--- src/rtl/cia_icr_if.sv ---
// cia_icr_if: CPU register-access bundle for the CIA interrupt control register.
//   wr        write strobe (0 = read)
//   icrs      ICR register select
//   data_in   CPU write data
//   data_out  read data from the ICR
// Modports: master = CPU side, slave = register side.
interface cia_icr_if;
    logic       wr;
    logic       icrs;
    logic [7:0] data_in;
    logic [7:0] data_out;

    modport master (
        output wr,
        output icrs,
        output data_in,
        input  data_out
    );

    modport slave (
        input  wr,
        input  icrs,
        input  data_in,
        output data_out
    );
endinterface

--- src/rtl/cia_icr.sv ---
// cia_icr: CIA interrupt control register.
// Latches timer A/B, TOD alarm, serial and /FLAG events, gates them through the
// CPU-programmed mask and raises irq. Ending a read access clears pending events.
//
// Ports:
//   clk      system clock
//   reset    synchronous reset, active-high
//   clk7_en  7MHz enable; state only updates when high
//   bus      CPU access (wr, icrs, data_in, data_out)
//   ta, tb   timer A / timer B underflow pulses
//   alrm     TOD alarm pulse
//   ser      serial byte-complete pulse
//   flag     raw /FLAG pin, active-low
//   irq      interrupt request, active-high
//
// Build option: CIA_ICR_IRQ_DELAY_EN registers irq and read bit 7 for one extra
// enabled cycle of latency (8520 timing). Undefined: irq is combinational.
module cia_icr (
    input  logic      clk,
    input  logic      reset,
    input  logic      clk7_en,
    cia_icr_if.slave  bus,
    input  logic      ta,
    input  logic      tb,
    input  logic      alrm,
    input  logic      ser,
    input  logic      flag,
    output logic      irq
);

    logic [4:0] icr_q, icr_d;
    logic [4:0] imr_q, imr_d;
    logic       flag_d_q;
    logic       rd_d_q;

    logic       rd_sel;
    logic       wr_sel;
    logic       rd_clear;
    logic [4:0] events;
    logic       irq_int;
    logic       unused_data;

    assign rd_sel   = bus.icrs & ~bus.wr;
    assign wr_sel   = bus.icrs & bus.wr;
    // Clear once the read access has ended, so the value stays stable while it lasts.
    assign rd_clear = rd_d_q & ~rd_sel;
    assign events   = {flag_d_q & ~flag, ser, alrm, tb, ta};

    // Mask write bits 6:5 carry no meaning.
    assign unused_data = ^bus.data_in[6:5];

    always_comb begin
        // New events win over the read-clear in the same cycle.
        icr_d = rd_clear ? events : (icr_q | events);
        imr_d = imr_q;
        if (wr_sel) begin
            if (bus.data_in[7]) begin
                imr_d = imr_q | bus.data_in[4:0];
            end else begin
                imr_d = imr_q & ~bus.data_in[4:0];
            end
        end
    end

    always_ff @(posedge clk) begin
        if (reset) begin
            icr_q    <= 5'd0;
            imr_q    <= 5'd0;
            flag_d_q <= 1'b1;
            rd_d_q   <= 1'b0;
        end else if (clk7_en) begin
            icr_q    <= icr_d;
            imr_q    <= imr_d;
            flag_d_q <= flag;
            rd_d_q   <= rd_sel;
        end
    end

`ifdef CIA_ICR_IRQ_DELAY_EN
    logic irq_q;

    always_ff @(posedge clk) begin
        if (reset) begin
            irq_q <= 1'b0;
        end else if (clk7_en) begin
            irq_q <= rd_clear ? 1'b0 : |(icr_q & imr_q);
        end
    end

    assign irq_int = irq_q;
`else
    assign irq_int = |(icr_q & imr_q);
`endif

    assign irq          = irq_int;
    assign bus.data_out = rd_sel ? {irq_int, 2'b00, icr_q} : 8'h00;

endmodule

--- src/flat_wrapper.sv ---
// flat-port wrapper written by rule: the top's interface ports become plain ports
module cia_icr_flat 
  (clk, reset, clk7_en, ta, tb, alrm, ser, flag, irq, bus_wr, bus_icrs, bus_data_in, bus_data_out);
  cia_icr_if bus_i ();
  input  logic clk;
  input  logic reset;
  input  logic clk7_en;
  input  logic ta;
  input  logic tb;
  input  logic alrm;
  input  logic ser;
  input  logic flag;
  output logic irq;
  input wire logic [$bits(bus_i.wr)-1:0] bus_wr;
  input wire logic [$bits(bus_i.icrs)-1:0] bus_icrs;
  input wire logic [$bits(bus_i.data_in)-1:0] bus_data_in;
  output wire logic [$bits(bus_i.data_out)-1:0] bus_data_out;
  assign bus_i.wr = bus_wr;
  assign bus_i.icrs = bus_icrs;
  assign bus_i.data_in = bus_data_in;
  assign bus_data_out = bus_i.data_out;
  cia_icr u_core (.clk(clk), .reset(reset), .clk7_en(clk7_en), .bus(bus_i), .ta(ta), .tb(tb), .alrm(alrm), .ser(ser), .flag(flag), .irq(irq));
endmodule
--- config.mk ---
export PLATFORM = sky130hd
export DESIGN_NAME = cia_icr_flat
export DESIGN_NICKNAME = d
export VERILOG_FILES = /design/src/rtl/cia_icr_if.sv /design/src/rtl/cia_icr.sv /design/src/flat_wrapper.sv
export SDC_FILE = /design/constraint.sdc
export NUM_CORES = 1
export LEC_CHECK = 0
export BUFFER_PORTS_ARGS = -buffer_cell sky130_fd_sc_hd__buf_2
export CAP_MARGIN = 25
export CORE_MARGIN = 2
export CORE_UTILIZATION = 43
export CTS_CLUSTER_DIAMETER = 100
export DETAILED_ROUTE_END_ITERATION = 10
export PLACE_DENSITY = 0.75
export SLEW_MARGIN = 25
export SYNTH_ARGS = -nofsm -noshare
export SYNTH_HDL_FRONTEND = slang
export SYNTH_SLANG_ARGS = --single-unit
--- constraint.sdc ---
create_clock -name clk -period 1.25 [get_ports clk]
set_input_delay 0.25 -clock clk [delete_from_list [all_inputs] [get_ports clk]]
set_output_delay 0.25 -clock clk [all_outputs]
set_load 0.02 [all_outputs]
==> results.txt <==
The run finished, with violations left. The checks that failed: setup timing. The worst path in the final design needs a cycle of 1.59 ns, including I/O delays and setup. The unique cell type count in the Yosys netlist is 21. The number of placement rows is 13.

The category of the most critical setup path is reg2out. The maximum vdd drop is 0.604 mV. The starting utilization of the core area came out at 44.9%. The routability congestion estimate from global placement is between 0.7 and 0.8. The routed wire length is between 1 and 1.5 mm.

The H-tree level count came out at 1. The total of hold buffers inserted after clock tree synthesis came out at 0. Static timing analysis puts the maximum clock frequency at 0.630 GHz. The number of global-route vias before repair is around 440.

The final worst clock skew came out at 0.00294 ns. The largest family of logic cells by synthesized area is simple AND/OR/NAND/NOR gates. The number of antenna violations at the first check in global routing is 0. The final worst-path setup slack is -0.338 ns. The die area is 1630 um^2. The placed instances occupy a cell area of 697 um^2. The sequential-to-total area share from yosys stat is a little over two fifths. Sorting the synthesized cells by how often they occur yields dfxtp_1, mux2i_1, nand2_1, nor2_1. The mux contribution to synthesized area came out at 10.5%. The cell count after synthesis came out at between 60 and 70.

Averaged over all synthesized cells, the footprint is 9.04 um^2. In this run the standard cell core region covers around 1300 um^2. The class of the tightest hold or removal check is in2reg. At the worst endpoint, the arrival time is 1.34 ns. The synthesized netlist devotes 14.1% of its cell area to compound gates.

Of all flip-flops after synthesis, the portion carrying an async set or reset was 0%. The chip height is slightly above 40 um. The number of optimization iterations in the first detailed-route pass is 4. The tree is rooted in a clkbuf_4. The net total in the final layout is roughly 110. After Yosys synthesis, XOR and XNOR cells account for 0% of the synthesized area.

For the worst-skew pair, the clock arrives at the later sink with an insertion delay of between 0.2 and 0.3 ns. The total DRC errors in the routed layout came out at 0. The area growth from synthesis to final layout came out at 30.3%. Sorting the synthesized cells by area gives the leading types as dfxtp_1, mux2i_1, and2_2. The number of buffers inserted by port buffering came out at 22. The adder-cell share of the synthesized area came out at 0%. The minimum setup slack after placement is -0.0572 ns. The number of buffers on the longest clock path is 2. After clock tree synthesis, the clock-pin slew on the worst setup and hold paths is ~0.070 ns. The mapped cell area came out at 569 um^2. The biggest area consumer among synthesized cells is dfxtp_1.

After detailed routing, the number of vias per cell comes to 5.06. The number of register bits inferred by synthesis came out at 12. Of the total synthesized cell area, the portion taken by AND, OR, NAND and NOR gates is 25.9%.

The overflow left after global routing is 0. Summed over its instances, the top area cell type makes up 42.2% of the synthesized netlist area. The TritonCTS buffer count is 3.

The total number of yosys warnings is 0. The count of vias placed by the detailed router came out at 526. The number of hold-slack violations in the final timing report came to 0.

The number of violations reported at the end of detailed-routing iteration 0 came out at 9. The width of the die is 40.4 um. Yosys instantiated no cell more often than dfxtp_1.

The final setup violation count is 2. The count of flip-flops with a built-in enable after synthesis is 0. The max-cap violation count came out at 0. The first global-routing pass estimated 1.83 mm of wire. The maximum fanout along the worst path is 2. Setup repair after global routing could not meet its margin everywhere. STA classifies the critical path endpoint as an output pin.

The number of pins with negative max-slew slack in the final report came out at 0. The top flip-flop cell by instance count after synthesis is dfxtp_1. The global-route usage over all layers is 17.2%. In this run the power density over the cells is 1030 nW/um^2. Cells with a size suffix above 1 make up 43.8% of the layout.

The static leakage power came out at 0.000378 uW. For this design, the sink count on the clock tree is 12. TritonCTS built the clock tree. The boundary pin count is 27. The number of nets still failing antenna checks after routing is 0. The final cell area excluding filler cells came out at 742 um^2. The pin count of the biggest net entering global routing came out at 15. On the final layout, the worst hold slack is 0.213 ns. STA puts the critical path data required time at 1.00 ns. The routed length per placed instance came out at 11.3 um. The final cycle utilization of the critical path is 127%. The number of antenna cells inserted is 0. The count of fill cells added during filler insertion is 114.

The HPWL after detailed placement is 869 um. The worst setup path is launched from a flip-flop.
-- final cells by class --
type / instances / area, um^2 / share of cell area [%]
clock buffers: 3 / 22.5 / 3.04
multi-input cells: 47 / 299 / 40.3
flip-flops and latches: 12 / 241 / 32.5
well taps: 15 / 18.8 / 2.53
repair buffers: 27 / 160 / 21.6
-- logic make-up after synthesis --
group,after synthesis
compound gates,13
buf+inv,5
flops,12
mux,6
other cells,1
simple gates,26
-- worst paths after layout --
kind,cells after the start,slack (ns),start,to
setup / recovery,4,-0.34,flip-flop,bus_data_out[7]
hold / removal,2,0.21,flag,u_core.flag_d_q
setup reg to reg,3,0.41,u_core.rd_d_q,u_core.icr_q[3]
hold reg to reg,2,0.49,u_core.icr_q[1],u_core.icr_q[1]
-- metrics by stage --
stage	instances	setup TNS (ns)	power [uW]	util, %
detailed placement	100	-0.0572	534	54.9
global placement	100	-0.0488	530	54.9
finish	104	-0.579	763	58.5
global route	104	-0.679	797	58.5
floorplan	64	-0.0122	489	-
CTS	104	-0.628	771	57.9
-- layout by cell type (no fill, tap or decap), types with 3 or more instances in the layout --
cell / instances
nand2_1: 6
mux2i_1: 6
nand4_1: 5
and2_2: 4
clkbuf_4: 3
dfxtp_1: 11
nor2_1: 6
buf_2: 20
a21oi_1: 5
buf_4: 5
-- per-layer routing --
| layer | up-vias | GRT usage [%] | routed length, um |
|---|---|---|---|
| met5 | - | 0 | 0 |
| met4 | 0 | 10.0 | 5 |
| met3 | 2 | 3.33 | 78 |
| met2 | 22 | 27.0 | 543 |
| met1 | 233 | 21.5 | 547 |
| li1 | 269 | - | - |
-- critical path, stage by stage, from the launching register on --
cell	delay, ns
dfxtp_1	0.32
a222oi_1	0.37
nand2_1	0.11
and2_4	0.15
buf_6	0.12
-- repair_timing --
item	in CTS	in global routing
resized for setup	3	3
endpoints found under the setup margin	2	3
setup buffers	1	0
pin swaps	2	2
-- report_power, final --
part | leakage (uW) | total, uW | internal, uW | switching (uW)
Sequential | 0.0000987 | 412 | 401 | 11.7
Clock | 0.0000138 | 232 | 111 | 120
Combinational | 0.000265 | 119 | 56.6 | 62.0
(Power assumes the default switching activity.)
